File: config.mk
export PLATFORM = sky130hd
export DESIGN_NAME = stream_pkt_gen_flat
export DESIGN_NICKNAME = d
export VERILOG_FILES = /design/src/rtl/stream_pkt_gen_pkg.sv /design/src/rtl/axi_stream_inf.sv /design/src/rtl/pkt_gap_timer.sv /design/src/rtl/stream_pkt_gen.sv /design/src/flat_wrapper.sv
export SDC_FILE = /design/constraint.sdc
export NUM_CORES = 1
export LEC_CHECK = 0
export BUFFER_PORTS_ARGS = -buffer_cell sky130_fd_sc_hd__buf_2
export CAP_MARGIN = 5
export CORE_UTILIZATION = 60
export CTS_BUF_LIST = sky130_fd_sc_hd__clkbuf_16
export CTS_CLUSTER_SIZE = 24
export DETAILED_ROUTE_END_ITERATION = 7
export PLACE_DENSITY = 0.82
export SKIP_CTS_REPAIR_TIMING = 1
export SLEW_MARGIN = 20
export SYNTH_ARGS = -nofsm -noshare
export SYNTH_HDL_FRONTEND = slang
export SYNTH_SLANG_ARGS = --single-unit
File: constraint.sdc
create_clock -name clock -period 7.4 [get_ports clock]
set_input_delay 1.48 -clock clock [delete_from_list [all_inputs] [get_ports clock]]
set_output_delay 1.48 -clock clock [all_outputs]
set_load 0.02 [all_outputs]
File: src/rtl/stream_pkt_gen_pkg.sv
// Shared types and constants for the stream packet generator.
package stream_pkt_gen_pkg;
  typedef enum logic [1:0] {IDLE, SEND, GAP} pkt_state_e;
  localparam int PKT_CNT_W = 16;
endpackage

File: src/rtl/axi_stream_inf.sv
// AXI-Stream bundle; aclk is tied to the system clock by the parent.
interface axi_stream_inf #(parameter int DSIZE = 8) (input logic aclk);
  localparam int KSIZE = (DSIZE + 7) / 8;
  logic             axis_tvalid;
  logic             axis_tready;
  logic [DSIZE-1:0] axis_tdata;
  logic             axis_tlast;
  logic [KSIZE-1:0] axis_tkeep;
  logic             axis_tuser;

  modport master (input axis_tready,
                  output axis_tvalid, axis_tdata, axis_tlast, axis_tkeep, axis_tuser);
  modport slave  (input aclk, axis_tvalid, axis_tdata, axis_tlast, axis_tkeep, axis_tuser,
                  output axis_tready);
endinterface

File: src/rtl/pkt_gap_timer.sv
// Loadable down-counter; done is high during the cycle the count sits at 1.
module pkt_gap_timer #(
  parameter int W = 8
) (
  input  logic         clock,
  input  logic         rst,
  input  logic         load,
  input  logic [W-1:0] value,
  output logic         done
);
  logic [W-1:0] cnt_q;

  always_ff @(posedge clock or posedge rst) begin
    if (rst)               cnt_q <= '0;
    else if (load)         cnt_q <= value;
    else if (cnt_q != '0)  cnt_q <= cnt_q - W'(1);
  end

  assign done = (cnt_q == W'(1));
endmodule

File: src/rtl/stream_pkt_gen.sv
// Framed AXI-Stream test packet source with incrementing, seq-seeded payload.
// Define STREAM_PKT_GEN_CSUM_EN to append an XOR checksum beat to each packet.
module stream_pkt_gen
  import stream_pkt_gen_pkg::*;
#(
  parameter int DSIZE = 8,
  parameter int LSIZE = 10,
  parameter int GSIZE = 8
) (
  input  logic                 clock,
  input  logic                 rst,
  input  logic                 enable,
  input  logic [LSIZE-1:0]     pkt_len,
  input  logic [GSIZE-1:0]     gap,
  output logic                 busy,
  output logic [PKT_CNT_W-1:0] pkt_cnt,
  axi_stream_inf.master        axis_out
);
  localparam int BW = LSIZE + 1;

  pkt_state_e           state_q, state_d;
  logic [BW-1:0]        len_q, len_d, beat_q, beat_d, last_idx;
  logic [DSIZE-1:0]     seed_q, seed_d, tdata_q, tdata_d;
  logic [PKT_CNT_W-1:0] cnt_q, cnt_d;
  logic                 tvalid_q, tvalid_d, tlast_q, tlast_d, busy_q, busy_d;
  logic                 start, hs, load_gap, gap_done;
`ifdef STREAM_PKT_GEN_CSUM_EN
  logic [DSIZE-1:0]     csum_q, csum_d;
`endif

  pkt_gap_timer #(.W(GSIZE)) u_gap (
    .clock (clock),
    .rst   (rst),
    .load  (load_gap),
    .value (gap),
    .done  (gap_done)
  );

  always_comb begin
    state_d  = state_q;
    len_d    = len_q;
    beat_d   = beat_q;
    seed_d   = seed_q;
    cnt_d    = cnt_q;
    start    = 1'b0;
    load_gap = 1'b0;
    hs       = tvalid_q & axis_out.axis_tready;
`ifdef STREAM_PKT_GEN_CSUM_EN
    csum_d   = csum_q;
`endif
    case (state_q)
      IDLE: start = enable;
      SEND: if (hs) begin
        if (tlast_q) begin
          cnt_d    = cnt_q + PKT_CNT_W'(1);
          load_gap = 1'b1;
          if (gap != '0)  state_d = GAP;
          else if (enable) start = 1'b1;
          else             state_d = IDLE;
        end else begin
          beat_d = beat_q + BW'(1);
`ifdef STREAM_PKT_GEN_CSUM_EN
          if (beat_q < len_q) csum_d = csum_q ^ tdata_q;
`endif
        end
      end
      GAP: if (gap_done) begin
        if (enable) start = 1'b1;
        else        state_d = IDLE;
      end
      default: state_d = IDLE;
    endcase

    // Seed comes from the post-increment count so back-to-back packets advance.
    if (start) begin
      state_d = SEND;
      len_d   = {pkt_len == '0, pkt_len};
      beat_d  = '0;
      seed_d  = DSIZE'(cnt_d);
`ifdef STREAM_PKT_GEN_CSUM_EN
      csum_d  = '0;
`endif
    end

`ifdef STREAM_PKT_GEN_CSUM_EN
    last_idx = len_d;
`else
    last_idx = len_d - BW'(1);
`endif
    tvalid_d = (state_d == SEND);
    busy_d   = (state_d != IDLE);
    tlast_d  = tvalid_d && (beat_d == last_idx);
    tdata_d  = tdata_q;
    if (tvalid_d) begin
      tdata_d = seed_d + DSIZE'(beat_d);
`ifdef STREAM_PKT_GEN_CSUM_EN
      if (beat_d == len_d) tdata_d = csum_d;
`endif
    end
  end

  always_ff @(posedge clock or posedge rst) begin
    if (rst) begin
      state_q  <= IDLE;
      len_q    <= '0;
      beat_q   <= '0;
      seed_q   <= '0;
      cnt_q    <= '0;
      tvalid_q <= 1'b0;
      tlast_q  <= 1'b0;
      tdata_q  <= '0;
      busy_q   <= 1'b0;
    end else begin
      state_q  <= state_d;
      len_q    <= len_d;
      beat_q   <= beat_d;
      seed_q   <= seed_d;
      cnt_q    <= cnt_d;
      tvalid_q <= tvalid_d;
      tlast_q  <= tlast_d;
      tdata_q  <= tdata_d;
      busy_q   <= busy_d;
    end
  end

`ifdef STREAM_PKT_GEN_CSUM_EN
  always_ff @(posedge clock or posedge rst) begin
    if (rst) csum_q <= '0;
    else     csum_q <= csum_d;
  end
`endif

  assign busy                 = busy_q;
  assign pkt_cnt              = cnt_q;
  assign axis_out.axis_tvalid = tvalid_q;
  assign axis_out.axis_tdata  = tdata_q;
  assign axis_out.axis_tlast  = tlast_q;
  assign axis_out.axis_tkeep  = '1;
  assign axis_out.axis_tuser  = 1'b0;
endmodule

File: src/flat_wrapper.sv
// flat-port wrapper written by rule: the top's interface ports become plain ports
module stream_pkt_gen_flat import stream_pkt_gen_pkg::*;
#(
  parameter int DSIZE = 8,
  parameter int LSIZE = 10,
  parameter int GSIZE = 8
)
  (clock, rst, enable, pkt_len, gap, busy, pkt_cnt, aclk, axis_out_axis_tready, axis_out_axis_tvalid, axis_out_axis_tdata, axis_out_axis_tlast, axis_out_axis_tkeep, axis_out_axis_tuser);
  axi_stream_inf #(.DSIZE(DSIZE)) axis_out_i (.aclk(aclk));
  input  logic clock;
  input  logic rst;
  input  logic enable;
  input  logic [LSIZE-1:0] pkt_len;
  input  logic [GSIZE-1:0] gap;
  output logic busy;
  output logic [PKT_CNT_W-1:0] pkt_cnt;
  input wire logic aclk;
  input wire logic [$bits(axis_out_i.axis_tready)-1:0] axis_out_axis_tready;
  output wire logic [$bits(axis_out_i.axis_tvalid)-1:0] axis_out_axis_tvalid;
  output wire logic [$bits(axis_out_i.axis_tdata)-1:0] axis_out_axis_tdata;
  output wire logic [$bits(axis_out_i.axis_tlast)-1:0] axis_out_axis_tlast;
  output wire logic [$bits(axis_out_i.axis_tkeep)-1:0] axis_out_axis_tkeep;
  output wire logic [$bits(axis_out_i.axis_tuser)-1:0] axis_out_axis_tuser;
  assign axis_out_i.axis_tready = axis_out_axis_tready;
  assign axis_out_axis_tvalid = axis_out_i.axis_tvalid;
  assign axis_out_axis_tdata = axis_out_i.axis_tdata;
  assign axis_out_axis_tlast = axis_out_i.axis_tlast;
  assign axis_out_axis_tkeep = axis_out_i.axis_tkeep;
  assign axis_out_axis_tuser = axis_out_i.axis_tuser;
  stream_pkt_gen #(.DSIZE(DSIZE), .LSIZE(LSIZE), .GSIZE(GSIZE)) u_core (.clock(clock), .rst(rst), .enable(enable), .pkt_len(pkt_len), .gap(gap), .busy(busy), .pkt_cnt(pkt_cnt), .axis_out(axis_out_i));
endmodule
### Word-level counts from Yosys, hierarchy flattened

Cells that the tools add are included.

* register bits: 67
* bits in latches: 0
* RAM bits: 0
* bits in read-only memories: 0
* input port bits: 23
* memories kept: 0

* add/subtract/negate cells: 5
* multipliers: 0
* div/mod/pow operators: 0
* order comparisons: 0
* equal/unequal tests: 5
* shift operators: 0
* multiplexer cells: 27
* bitwise operators: 1
* reductions and logical operators: 8

Operators with widths (number)
* 11-bit 2-to-1 mux: 5
* 8-bit 2-to-1 mux: 6
* 16-bit by 1-bit adder with 16-bit output, second input constant: 1
* 8-bit nonzero test: 2
* 2-bit 2-to-1 mux: 6
* 11-bit by 1-bit adder with 11-bit output, second input constant: 1
* 11-bit equality test: 1
* 11-bit by 1-bit subtractor with 11-bit output, second input constant: 1
* 10-bit logical NOT: 1
* 8-bit adder: 1
* 8-bit by 1-bit equality test with 1-bit output, second input constant: 1
* 1-bit 2-to-1 mux: 8
* 8-bit by 1-bit subtractor with 8-bit output, second input constant: 1
* 2-bit one-hot mux with 3 select lines: 1
* 2-bit by 1-bit equality test with 1-bit output, second input constant: 2
* 2-bit nonzero test: 2
* 1-bit one-hot mux with 3 select lines: 1
* 3-bit AND reduction: 1
* 2-bit equality test, second input constant: 1
* 2-bit logical NOT: 1
* 1-bit AND: 1
* 1-bit logical AND: 1

### Depth between registers and ports, before layout

Gate-level depths: netlist (run 1).

* depth in word-level cells: 9
* gate-level depth with buffers: 19
* mapped depth without buffers: 17

### Cells and area by module

Synthesis (run 1) repeated with hierarchy kept, for this count alone.

* cell total of the unflattened synthesis: 405
* area, all modules: 3962.6 um^2

Modules (own cells, without submodules)
* stream_pkt_gen: times used 1, cells an instance 350, area an instance 3459.6 um^2, sequential area each 1476.4 um^2
* pkt_gap_timer: times used 1, cells an instance 55, area an instance 503.0 um^2, sequential area each 200.2 um^2

### Worst setup path before layout (run 1)

OpenSTA, ideal clock, no wires.

* kind: input-to-reg
* start point: input gap[4]
* end point: register u_core.tdata_q[7], in the netlist u_core.axis_out.axis_tdata[7]
* setup time: 125 ps
* data arrival time: 4462 ps
* required time: 7275 ps
* setup slack: 2813 ps
* stages: 15
* buffers on the path: 2
* path through: or4_1 -> nor2_2 -> a32oi_1 -> clkbuf_8 -> clkbuf_8 -> a21oi_1 -> inv_1 -> ha_1 -> a21o_1 -> a21oi_1 -> o21bai_1 -> a21oi_1 -> o21ai_0 -> xor2_1 -> mux2_2

* longest elaborated chain between the ends: 7
* elaborated cells on any way between the ends: 14
* classes of those cells: add/sub: 1; eq/ne: 1; mux: 11; reduce/logical: 1

Ends and longest elaborated chain
* start: declaration: line flat_wrapper.sv:14 `input logic [GSIZE-1:0] gap;`
* 8-bit nonzero test: line stream_pkt_gen.sv:57 `if (gap != '0) state_d = GAP;`
* 1-bit 2-to-1 mux: line stream_pkt_gen.sv:57
* 1-bit 2-to-1 mux: line stream_pkt_gen.sv:54 `if (tlast_q) begin`
* 1-bit 2-to-1 mux: line stream_pkt_gen.sv:53 `SEND: if (hs) begin`
* 1-bit one-hot mux with 3 select lines: line stream_pkt_gen.sv:51 `case (state_q)`
* 8-bit 2-to-1 mux: line stream_pkt_gen.sv:75 `if (start) begin`
* net u_core.seed_d[1]: line stream_pkt_gen.sv:23 `logic [DSIZE-1:0] seed_q, seed_d, tdata_q, tdata_d;`
* 8-bit adder: line stream_pkt_gen.sv:95 `tdata_d = seed_d + DSIZE'(beat_d);`
* end signal: assignment: line stream_pkt_gen.sv:121 `tdata_q <= tdata_d;`
* end: declaration: line stream_pkt_gen.sv:23

The timed path passes the listed nets, and every way through them passes these cells.
A chain may end at the register's enable or synchronous reset.

### Worst setup path after layout (run 1)

* start point: input axis_out_axis_tready
* end point: register u_core.tlast_q, in the netlist u_core.axis_out.axis_tlast

* longest elaborated chain between the ends: 7
* elaborated cells on any way between the ends: 14
* classes of those cells: add/sub: 1; eq/ne: 2; mux: 9; bitwise: 1; reduce/logical: 1

Ends and longest elaborated chain
* start: declaration: line flat_wrapper.sv:18 `input wire logic [$bits(axis_out_i.axis_tready)-1:0] axis_out_axis_tready;`
* 1-bit AND (*): line stream_pkt_gen.sv:47 `hs = tvalid_q & axis_out.axis_tready;`
* 1-bit 2-to-1 mux: line stream_pkt_gen.sv:53
* 1-bit one-hot mux with 3 select lines: line stream_pkt_gen.sv:51
* 11-bit 2-to-1 mux: line stream_pkt_gen.sv:75
* 11-bit by 1-bit subtractor with 11-bit output: line stream_pkt_gen.sv:88 `last_idx = len_d - BW'(1);`
* 11-bit equality test: line stream_pkt_gen.sv:92 `tlast_d = tvalid_d && (beat_d == last_idx);`
* 1-bit logical AND (*): line stream_pkt_gen.sv:92
* net u_core.tlast_d: line stream_pkt_gen.sv:25 `logic tvalid_q, tvalid_d, tlast_q, tlast_d, busy_q, busy_d;`
* end signal: assignment: line stream_pkt_gen.sv:120 `tlast_q <= tlast_d;`
* end: declaration: line stream_pkt_gen.sv:25

The timed path passes the listed nets; every way through them passes the cells marked *.

==> results.txt, run 1 <==
The capturing element type of the critical path is a register. The post-layout instance count excluding filler cells is 549. The region available for standard cell placement spans 6460 µm². The remaining number of nets flagged by the antenna check after routing is 0. Of all cell types, the one taking the most synthesized area is dfrtp_1. Leaving out fill and tap cells, the most frequent cells in the layout are nand2_1 (76), dfrtp_1 (67), buf_2 (48). Entering global routing, the biggest net connects 68 pins. The number of cell rows is 29. Clock tree synthesis inserted a total of 9 buffers. The share of flip-flops with an asynchronous set or reset came out at 100%.

Along the worst path, the maximum fanout reaches 20. The top flip-flop cell by instance count after synthesis is dfrtp_1. The startpoint kind of the worst setup timing path is a primary input. The final reports fail on design-rule violations. The netlist area before placement came out at 4070 µm². The worst supply voltage drop on vdd is 0.125 mV. The end-of-flow core utilization is 70.7%. In this run the clock root is driven by a clkbuf_16. Pin placement for this block handled 52 I/O pins. The count of unique library cells instantiated by Yosys is 70. Final hold analysis gives a worst-case slack of 0.471 ns.

Data on the critical path arrives at its endpoint at 5.22 ns. The number of global-route vias before repair came to 3224. The initial core utilization is 63.0%. In this run, synthesis produced a sequential element count of 67. The worst-case headroom to the max-slew limit came out at 44.2%. In this run the register-to-register setup slack is 3.10 ns. The post-synth net total is 459. The clock passes through at most 2 buffers. The worst setup slack after layout came out at 2.39 ns. The pre-antenna-repair detailed-routing pass consisted of 7 iterations.

The type of the worst setup path is in2reg. The worst clock skew is 0.00879 ns. The pre-CTS worst setup slack came out at 2.10 ns. The static leakage came out at 0.00233 µW. The endpoint of the most critical register-to-register path is u_core.axis_out.axis_tlast$_DFF_PP0_. The number of antenna diodes in the final layout is 0. The clock transition at the register clock pins on the worst setup and hold paths after CTS is 0.06 ns. The post-detailed-routing wire length came out at 8890 µm. Across the run, the number of max-cap violations was 0. The portion of the post-synthesis area used by sequential elements came out at 41.2%. After detailed routing, the average wire length per cell comes to 16.2 µm.

The number of vias per cell after detailed routing came out at 5.81. The number of sinks handled by clock tree synthesis is 67. In this run the tool buffered the top-level ports with 48 buffer cells. The later-pin clock latency in the skew report came out at 0.33 ns. The class of the tightest hold or removal check is reg2reg. The first routing iteration left 233 violations. The initial antenna violation count came out at 0. The width of the die came out at 84.4 µm. The floorplan step defined a die boundary enclosing 7120 µm². Data on the critical path is required at its endpoint by 7.61 ns. The aggregate negative setup slack is 0 ns. The number of cells produced by synthesis came out at 422. The most common cell after layout, fill and taps aside is nand2_1.

The worst path in the final design needs a cycle of 5.01 ns, including I/O delays and setup. The run finished, with violations left. The total vias in the final route came out at 3190. The final layout net count came out at 504. The worst-margin pin slew is 0.838 ns. The maximum level of the CTS H-tree is 3. The synthesis-to-finish area growth came out at 12.2%. Once placement completed, the tool counted placed cells totaling 533. Setup repair after global routing left no endpoint under its margin. In the post-synthesis netlist, the biggest area contributors are dfrtp_1 (41%), nand2_1 (7.0%), xnor2_1 (6.7%). TritonCTS built the clock tree.

The half-perimeter wire length after placement is 6230 µm. The number of instances on the worst hold path came out at 1. The synthesis warning total came out at 0.

Measured in cells, the most critical reg-to-reg path has a length of 14. The final RePlAce weighted congestion is 0.830. The number of enable-type register cells in the synthesized netlist is 0.

The capture endpoint of the worst hold path is u_core.pkt_cnt[15]$_DFFE_PP0P_. Of the available clock period, the critical path in the final layout requires 67.7%. The final number of max-transition violations is 0. The final-report setup violation count is 0. The final-report hold violation count is 0. The power density relative to cell area came out at 171 nW/µm². After synthesis, the mean cell area works out to 9.64 µm². The first-pass GRT wire length is 15300 µm. Summed over its instances, the top area cell type makes up 41.2% of the synthesized netlist area. Cells with a size suffix above 1 make up 19.5% of the layout.

In this run the critical register-to-register path is launched from u_core.state_q[0]$_DFF_PP0_. The total overflow reported by the global router came out at 0. The height of the chip is 84.4 µm. The startpoint identified for the worst hold timing path is u_core.pkt_cnt[15]$_DFFE_PP0P_. The timing-limited maximum frequency came out at 199 MHz. The remaining design rule violation count is 5. The overall routing resource usage is 27.5%.
[cells in the mapped netlist (all sizes together), types with 2 or more instances]
cell type	n
nand2	77
dfrtp	67
nor2	35
xnor2	32
o21ai	22
xor2	18
inv	15
ha	13
a21oi	11
clkbuf	9
nand3	9
or4	8
and3	7
buf	7
or3	7
nand3b	6
and2	5
mux2i	5
nand4	5
nor3	5
nor4	5
mux2	4
nand2b	4
nand4b	4
nor3b	4
a21o	3
a31oi	3
xor3	3
conb	2
nor2b	2
o21bai	2
o31ai	2
[layout make-up]
type                            count  area (µm²)
Tap cell                           77        96.3
Multi-Input combinational cell    323        2200
Clock inverter                      7        51.3
Timing Repair Buffer               51         263
Sequential cell                    67        1680
Inverter                           15        56.3
Clock buffer                        9         225
Fill cell                         499        1890
[sequential cells by signal, indices dropped and copies added (netlist names), 2 cells and up]
signal / flops
u_core.pkt_cnt: 16
u_core.beat_q: 11
u_core.seed_q: 8
u_core.u_gap.cnt_q: 8
u_core.axis_out.axis_tdata: 8
u_core.len_q: 11
u_core.state_q: 2
[stage by stage]
step	instance area (µm²)	total power [µW]
after floorplan	4070	383
after global placement	4290	392
after detailed placement	4290	393
after CTS	4570	786
after global routing	4570	805
final	4570	782
[where the power goes]
part / switching, µW / internal, µW
combinational: 13.2 / 5.94
sequential: 0 / 366
clock: 168 / 228
[metal layers]
metal	part of all wire [%]	track usage, %
met1	46	37.5
met2	48	43.4
met3	3.7	4.82
met4	2.4	12.3
met5	0	0
[critical path, cell delays in order]
cell and delay [ns]:
buf_2 0.14, nand3_1 0.12, nor2_1 0.65, a32oi_2 0.46, buf_4 0.33, nand2_1 0.08
and2_1 0.14, ha_1 0.38, nand2b_1 0.18, or4_1 0.45, nor2_1 0.11, nor4bb_1 0.30
a211oi_1 0.08, o21ai_0 0.23, nor4_2 0.06
[logic make-up (layout without fill, tap and decap cells)]
family,Yosys count,after routing,share of synthesized area (%)
flops,67,67,41.2
simple gates,189,189,24.3
fa+ha+maj,14,14,4.49
other cells,2,2,0.185
compound gates,54,54,8.58
xor+xnor,54,54,13.3
mux,10,10,2.98
buf+inv,32,82,4.98
[worst max-delay path by stage]
stage,to,slack [ns],cells past startpoint,from
after floorplan,u_core.axis_out.axis_tdata[7]$_DFFE_PP0P_,2.81,15,gap[4]
after global placement,u_core.axis_out.axis_tlast$_DFF_PP0_,2.16,15,axis_out_axis_tready
after detailed placement,u_core.axis_out.axis_tlast$_DFF_PP0_,2.10,15,axis_out_axis_tready
after CTS,u_core.axis_out.axis_tlast$_DFF_PP0_,2.40,15,axis_out_axis_tready
after global routing,u_core.axis_out.axis_tlast$_DFF_PP0_,1.99,15,axis_out_axis_tready
final,u_core.axis_out.axis_tlast$_DFF_PP0_,2.39,15,axis_out_axis_tready
No activity file was read; power rests on OpenSTA's default activity.
==> run 2, diff against run 1 <==
Settings changed: CORE_UTILIZATION 60 to 53, PLACE_DENSITY 0.82 to 0.77.
Clock period 7.4 ns to 4.57 ns, I/O delays scaled along.
==> results.txt, run 2 (synthesis results as in run 1) <==
The data arrival time of the critical path came out at 4.16 ns (was 5.22 ns). The peak per-stage delay on the critical path is 0.54 ns (was 0.65 ns). The first-pass GRT wire length is 14800 µm (was 15300 µm).

The post-layout instance count excluding filler cells is 575 (was 549). The final number of max-transition violations came to 0 (unchanged). The number of inserted diodes came to 0 (unchanged). The design internal power came out at 1080 µW (was 600 µW). The later-pin clock latency in the skew report came out at 0.33 ns (about the same). The timing-limited maximum frequency came out at 253 MHz. The clock transition at the register clock pins on the worst setup and hold paths after CTS came out at 0.06 ns (about the same). The width of the die is 89.6 µm (was 84.4 µm).

The cell with the largest stage delay on the worst path is or4_1 (was nor2_1). The worst supply voltage drop on vdd is 0.221 mV (was 0.125 mV). Setup repair after global routing missed its margin: false (unchanged). The total placed cells including tap cells was 559 (was 533). The total overflow reported by the global router came out at 0 (unchanged).

The count of buffers inserted at the top-level ports is 48 (unchanged). The final-report hold violation count is 0 (unchanged). The post-detailed-routing wire length came to 8860 µm (was 8890 µm).

The final layout net count came out at 508 (was 504). The overall power came out at 1370 µW (was 782 µW). The required time reported for the critical path endpoint is 4.79 ns (was 7.61 ns). The largest fanout on the critical path is 6 (was 20). The endpoint of the most critical register-to-register path is u_core.axis_out.axis_tdata[7]$_DFFE_PP0P_ (was u_core.axis_out.axis_tlast$_DFF_PP0_).

The power density relative to cell area came out at 293 nW/µm² (was 171 nW/µm²). The class of the tightest hold or removal check was reg2reg (unchanged). The worst-case register-to-register setup slack came to 0.81 ns (was 3.10 ns). The overall die area came to 8030 µm² (was 7120 µm²).

The final critical path takes up 86.3% of the cycle. The remaining number of nets flagged by the antenna check after routing is 0 (unchanged). The remaining design rule violation count came out at 0 (was 5). The most common cell after layout, fill and taps aside is nand2_1 (unchanged).

The most common cell type on the critical path was a21oi_1 (was nor2_1). The start of the worst register-to-register path is u_core.u_gap.cnt_q[1]$_DFFE_PP0P_ (was u_core.state_q[0]$_DFF_PP0_). The aggregate negative setup slack is 0 ns (unchanged). The routed wire length per instance was 15.4 µm (was 16.2 µm). The worst-case headroom to the max-slew limit is 57.3% (was 44.2%). The first-pass detailed-route iteration total came out at 4 (was 7). The half-perimeter wire length after placement came to 6420 µm (was 6230 µm). The share of power burned in the clock network came out at 54.3% (was 50.7%). The worst-margin pin slew came out at 0.639 ns (was 0.838 ns). The number of flip-flops in the largest register is 16 (unchanged).

The core area is 7330 µm² (was 6460 µm²). The overall routing resource usage came to 24.5% (was 27.5%). The synthesis-to-finish area growth came out at 14.6% (was 12.2%). The total vias in the final route is 3125 (was 3190). The static leakage came out at 0.00237 µW (was 0.00233 µW). The maximum clock path buffer count was 2 (unchanged). The number of global-route vias before repair is 3131 (was 3224). The height of the chip came out at 89.6 µm (was 84.4 µm). The maximum level of the CTS H-tree is 3 (unchanged).

Commonest cells after routing, fill and taps aside: nand2_1 (76), dfrtp_1 (67), buf_2 (48) (unchanged). The capturing element type of the critical path was a register (unchanged). The max-capacitance violation count is 0 (unchanged).

List of cells traversed by the critical path: buf_2, or4_1, nor2_2, a32oi_2, a21oi_1, inv_1, ha_1, a21o_1, a21oi_1, o21bai_1, a21oi_1, o21ai_0, xor2_1, mux2_2 (was buf_2, nand3_1, nor2_1, a32oi_2, buf_4, nand2_1, and2_1, ha_1, nand2b_1, or4_1, nor2_1, nor4bb_1, a211oi_1, o21ai_0, nor4_2). The startpoint kind of the worst setup timing path is a primary input (unchanged). The time the final worst path needs with I/O delays and setup came out at 3.94 ns. The first element of the critical path is gap[4] (was axis_out_axis_tready). The switching component of the power came out at 289 µW (was 182 µW). The number of I/O pins came out at 52 (unchanged). The number of instances on the worst hold path is 1 (unchanged).

The count of fill cells added during filler insertion came out at 596 (was 499). The worst clock skew came out at 0.00661 ns (was 0.00879 ns). The combinational cell fraction of total power is 2.3% (was 2.5%). The final-report setup violation count came out at 0 (unchanged). The largest net degree at the start of global routing came out at 38 (was 68). The number of sinks handled by clock tree synthesis came out at 67 (unchanged). The final RePlAce weighted congestion is 0.901 (was 0.830).

The initial core utilization came to 55.5% (was 63.0%). The initial antenna violation count came to 0 (unchanged). The type of the worst setup path was in2reg (unchanged). The number of cell rows came out at 31 (was 29). The count of routing violations after the opening detailed-route iteration came to 234 (was 233).

The fraction of power consumed by sequential logic came to 43.4% (was 46.9%). Status: completed (was finished with violations). The proportion of layout cells with a drive suffix above 1 came out at 19.7% (was 19.5%). The number of vias per cell after detailed routing is 5.43 (was 5.81). The cell depth of the worst flop-to-flop path is 15 (was 14). The TritonCTS clock tree is done (unchanged).

The beginning of the worst hold path is u_core.pkt_cnt[15]$_DFFE_PP0P_ (unchanged). The switching part of the total was 21.1% (was 23.2%). The capture endpoint of the worst hold path was u_core.pkt_cnt[15]$_DFFE_PP0P_ (unchanged).

The buffer type at the clock tree root is clkbuf_16 (unchanged). The TritonCTS buffer count came out at 9 (unchanged).
[run 2: cell count changes in the layout (fill, tap and decap cells not counted), sizes merged]
| cell | before | now |
|---|---|---|
| clkinv | 3 | 4 |
| inv | 17 | 15 |
| buf | 51 | 55 |
| bufinv | 0 | 2 |
| clkinvlp | 2 | 1 |
[run 2: worst max path at each step]
stage               cells past startpoint                                   endpoint
finish                                 14  u_core.axis_out.axis_tdata[7]$_DFFE_PP0P_
global route                           14       u_core.axis_out.axis_tlast$_DFF_PP0_
CTS                                    14       u_core.axis_out.axis_tlast$_DFF_PP0_
detailed placement                     14  u_core.axis_out.axis_tdata[7]$_DFFE_PP0P_
global placement                       15       u_core.axis_out.axis_tlast$_DFF_PP0_
floorplan                              15  u_core.axis_out.axis_tdata[7]$_DFFE_PP0P_
[run 2: final cells by class]
cell class	instances	area (µm²)	share of cell area [%]
repair buffers	55	293	6.28
well taps	99	124	2.65
flip-flops and latches	67	1680	35.9
clock inverters	7	92.6	1.98
clock buffers	9	225	4.83
multi-input cells	323	2200	47.1
inverters	15	56.3	1.21
[run 2: metrics by stage]
stage,worst slack [ns],util (%),hold slack [ns],instance area [µm²]
floorplan,0.549,-,0.446,4070
global placement,0.395,59.3,0.454,4350
detailed placement,0.365,59.3,0.452,4350
CTS,0.683,63.6,0.470,4670
global route,0.439,63.6,0.478,4670
finish,0.625,63.6,0.468,4670
[run 2: critical path: cells and delay by family]
kind            cells  cell delay, ns
compound gates      7            1.52
simple gates        2            0.78
xor+xnor            1            0.17
fa+ha+maj           1            0.30
buf+inv             2            0.21
mux                 1            0.27
[run 2: routing by layer]
metal | part of all wire (%) | global-route usage [%]
met4 | 1.7 | 10.4
met1 | 47 | 33.1
met2 | 47 | 39.0
met5 | 0 | 0
met3 | 3.9 | 4.30
[run 2: power by group through the flow]
stage / sequential [µW] / clock [µW] / combinational [µW]
finish: 593 / 743 / 31.4
global route: 593 / 778 / 36.3
CTS: 593 / 750 / 32.2
detailed placement: 604 / 0 / 32.0
global placement: 604 / 0 / 31.6
floorplan: 604 / 0 / 15.3
==> run 3, diff against run 2 <==
Settings changed: ABC_AREA set to 1, CORE_UTILIZATION 53 to 52, PLACE_DENSITY 0.77 to 0.76.
==> results.txt, run 3 <==
The worst clock skew was 0.00967 ns (was 0.00661 ns). Commonest cells after routing, fill and taps aside: nand2_1 (139), inv_1 (70), dfrtp_1 (67) (was nand2_1 (76), dfrtp_1 (67), buf_2 (48)). The remaining design rule violation count came out at 0 (unchanged).

The number of inserted diodes is 0 (unchanged). The post-detailed-routing wire length came out at 8240 µm (was 8860 µm). The synthesis-to-finish area growth is 15.5% (was 14.6%). The timing-limited maximum frequency is 275 MHz (was 253 MHz). The first-pass GRT wire length is 13700 µm (was 14800 µm). The largest fanout on the critical path is 15 (was 6).

The total overflow reported by the global router is 0 (unchanged). The clock transition at the register clock pins on the worst setup and hold paths after CTS came out at 0.05 ns (was 0.06 ns). The power density relative to cell area came out at 587 nW/µm² (was 293 nW/µm²). The combinational cell fraction of total power came out at 42.6% (was 2.3%). The maximum level of the CTS H-tree is 3 (unchanged).

The portion of the post-synthesis area used by sequential elements is 42.4% (was 41.2%). The final-report hold violation count was 0 (unchanged). The share of flip-flops with an asynchronous set or reset came to 100% (unchanged). The first-pass detailed-route iteration total is 4 (unchanged). The post-layout instance area was 4570 µm² (was 4670 µm²). Setup repair after global routing missed its margin: false (unchanged). The startpoint kind of the worst setup timing path is a primary input (unchanged). The width of the die came out at 89.2 µm (was 89.6 µm). The final RePlAce weighted congestion was 0.858 (was 0.901). The switching component of the power came out at 1080 µW (was 289 µW). The max-capacitance violation count came out at 0 (unchanged). The final layout net count came out at 600 (was 508). The proportion of layout cells with a drive suffix above 1 was 17.1% (was 19.7%).

The switching part of the total came to 40.4% (was 21.1%). The largest family of logic cells by synthesized area is simple AND/OR/NAND/NOR gates (unchanged). The area share of the largest cell type after synthesis came out at 42.4% (was 41.2%). The count of routing violations after the opening detailed-route iteration is 170 (was 234). The cell area reported after detailed placement came to 4270 µm² (was 4350 µm²). The total vias in the final route is 3382 (was 3125).

The largest net degree at the start of global routing came out at 39 (was 38). The time the final worst path needs with I/O delays and setup was 3.63 ns (was 3.94 ns). The overall routing resource usage came out at 22.7% (was 24.5%). The required time reported for the critical path endpoint is 4.76 ns (was 4.79 ns).

The half-perimeter wire length after placement came to 6130 µm (was 6420 µm). The library cell occupying the most area in the post-synthesis netlist was dfrtp_1 (unchanged). Synth cell count leaders: nand2_1 (139), inv_1 (70), dfrtp_1 (67) (was nand2_1 (76), dfrtp_1 (67), nor2_1 (33)). The maximum clock path buffer count was 2 (unchanged).

The most common cell after layout, fill and taps aside is nand2_1 (unchanged). The share of power burned in the clock network came out at 25.4% (was 54.3%). The later-pin clock latency in the skew report came out at 0.33 ns (about the same).

The type of the worst setup path was in2reg (unchanged). The first element of the critical path was axis_out_axis_tready (was gap[4]). The cell with the most instances after synthesis is nand2_1 (unchanged). The start of the worst register-to-register path is u_core.axis_out.axis_tvalid$_DFF_PP0_ (was u_core.u_gap.cnt_q[1]$_DFFE_PP0P_). The capturing element type of the critical path was a register (unchanged).

The static leakage is 0.00244 µW (was 0.00237 µW). The design internal power came out at 1600 µW (was 1080 µW). The share of cell area taken by muxes after synthesis is 0.285% (was 2.98%). The xor/xnor cell area share of the yosys netlist is 5.98% (was 13.3%). The count of buffers inserted at the top-level ports is 48 (unchanged). The post-synthesis share of cell area spent on and, or, nand and nor gates is 31.4% (was 24.3%). The number of sinks handled by clock tree synthesis is 67 (unchanged). The mean area per synthesized cell is 7.77 µm² (was 9.64 µm²).

The buffer type at the clock tree root is clkbuf_16 (unchanged). The final number of max-transition violations is 0 (unchanged). The fraction of power consumed by sequential logic came to 32.0% (was 43.4%). The final-report setup violation count came out at 0 (unchanged).

The aggregate negative setup slack came to 0 ns (unchanged). The total placed cells including tap cells is 651 (was 559). The remaining number of nets flagged by the antenna check after routing came out at 0 (unchanged). The class of the tightest hold or removal check is reg2reg (unchanged). The number of enable-type register cells in the synthesized netlist was 0 (unchanged). The height of the chip is 89.2 µm (was 89.6 µm). The synthesized-area fraction occupied by adder cells is 4.62% (was 4.49%). The beginning of the worst hold path is u_core.pkt_cnt[15]$_DFFE_PP0P_ (unchanged). The number of vias per cell after detailed routing is 5.07 (was 5.43).

The data arrival time of the critical path was 3.82 ns (was 4.16 ns). The number of synthesized register bits came to 67 (unchanged). The routed wire length per instance is 12.4 µm (was 15.4 µm).

The number of cell rows came to 31 (unchanged). The number of cells produced by synthesis is 509 (was 422). Largest cells by area after synthesis: dfrtp_1 (42%), nand2_1 (13%), inv_1 (6.6%) (was dfrtp_1 (41%), nand2_1 (7.0%), xnor2_1 (6.7%)). The core area was 7290 µm² (was 7330 µm²). The worst supply voltage drop on vdd came out at 0.300 mV (was 0.221 mV). The number of I/O pins came out at 52 (unchanged). The count of unique library cells instantiated by Yosys came out at 37 (was 70). The area fraction in compound gates after synthesis is 5.95% (was 8.58%). The post-layout instance count excluding filler cells came out at 667 (was 575).

The overall die area came out at 7950 µm² (was 8030 µm²). The number of global-route vias before repair is 3105 (was 3131). The worst-margin pin slew came out at 0.661 ns (was 0.639 ns). The TritonCTS buffer count is 9 (unchanged). The initial core utilization is 54.2% (was 55.5%). The synthesis warning total came out at 0 (unchanged). Status: completed (unchanged). The portion of the clock cycle consumed by the worst path in the final layout is 79.5% (was 86.3%). The worst-case headroom to the max-slew limit is 55.6% (was 57.3%). The top flip-flop cell by instance count after synthesis is dfrtp_1 (unchanged). The initial antenna violation count is 0 (unchanged). The TritonCTS clock tree is done (unchanged). The post-synth net total came out at 546 (was 459). The number of flip-flops in the largest register came to 16 (unchanged). The netlist area before placement came out at 3950 µm² (was 4070 µm²).
==> run 3: changes by cell type in the layout (fill, tap and decap cells not counted), sizes merged, moves of 10 or more <==
cell / change
nor2: +17
inv: +61
nand2: +77
xnor2: -21
nand4: +10
nand3: +25
==> run 3: logic make-up (layout without fill, tap and decap cells) <==
logic type,Yosys count,in the layout
compound gates,43,43
xor+xnor,27,27
fa+ha+maj,14,14
buf+inv,84,143
flops,67,67
mux,1,1
other cells,2,2
simple gates,271,271
==> run 3: cell type report <==
class	instances	area, µm²
Clock buffer	9	225
Timing Repair Buffer	52	270
Tap cell	99	124
Inverter	75	287
Fill cell	656	2730
Clock inverter	7	70.1
Sequential cell	67	1680
Multi-Input combinational cell	358	1910
==> run 3: metal layers <==
| layer | vias up | wire (µm) | part of all wire, % | track usage, % |
|---|---|---|---|---|
| li1 | 1717 | - | - | - |
| met1 | 1581 | 3740 | 45 | 28.7 |
| met2 | 74 | 4000 | 49 | 39.6 |
| met3 | 10 | 381 | 4.6 | 3.60 |
| met4 | 0 | 118 | 1.4 | 7.94 |
| met5 | - | 0 | 0 | 0 |
==> run 3: worst paths after layout <==
kind	end	slack (ns)	cells past startpoint
max	u_core.axis_out.axis_tdata[6]$_DFFE_PP0P_	0.94	17
min	u_core.pkt_cnt[15]$_DFFE_PP0P_	0.46	1
max reg2reg	u_core.axis_out.axis_tdata[6]$_DFFE_PP0P_	1.24	16
min reg2reg	u_core.pkt_cnt[15]$_DFFE_PP0P_	0.46	1
max in group asynchronous	u_core.seed_q[4]$_DFF_PP0_	2.99	3
min in group asynchronous	u_core.u_gap.cnt_q[4]$_DFFE_PP0P_	0.66	2
==> run 3: power groups by stage <==
stage               registers, µW  clock network, µW  logic [µW]
floorplan                     902                  0         861
global placement              862                  0        1100
detailed placement            866                  0        1140
CTS                           858                692        1150
global route                  880                719        1310
finish                        858                681        1140
==> run 3: per-stage QoR <==
| stage | hold slack (ns) | total power (µW) | utilization, % | setup slack [ns] |
|---|---|---|---|---|
| 2_1_floorplan | 0.444 | 1760 | - | 0.871 |
| 3_3_place_gp | 0.456 | 1960 | 58.6 | 0.689 |
| 3_5_place_dp | 0.457 | 2000 | 58.6 | 0.610 |
| 4_1_cts | 0.469 | 2700 | 62.6 | 0.923 |
| 5_1_grt | 0.508 | 2910 | 62.6 | 0.598 |
| 6_report | 0.461 | 2680 | 62.6 | 0.938 |
==> run 3: critical path, stage by stage <==
cell	delay [ns]
buf_2	0.07
nand2_1	0.15
nor2_4	0.16
nand2_4	0.13
inv_6	0.13
nand3_4	0.15
nand2_4	0.17
inv_2	0.13
o21ai_0	0.27
ha_1	0.23
inv_1	0.06
fa_1	0.39
o21ai_0	0.31
a21oi_1	0.11
o21ai_0	0.21
xnor2_1	0.16
a21oi_1	0.08
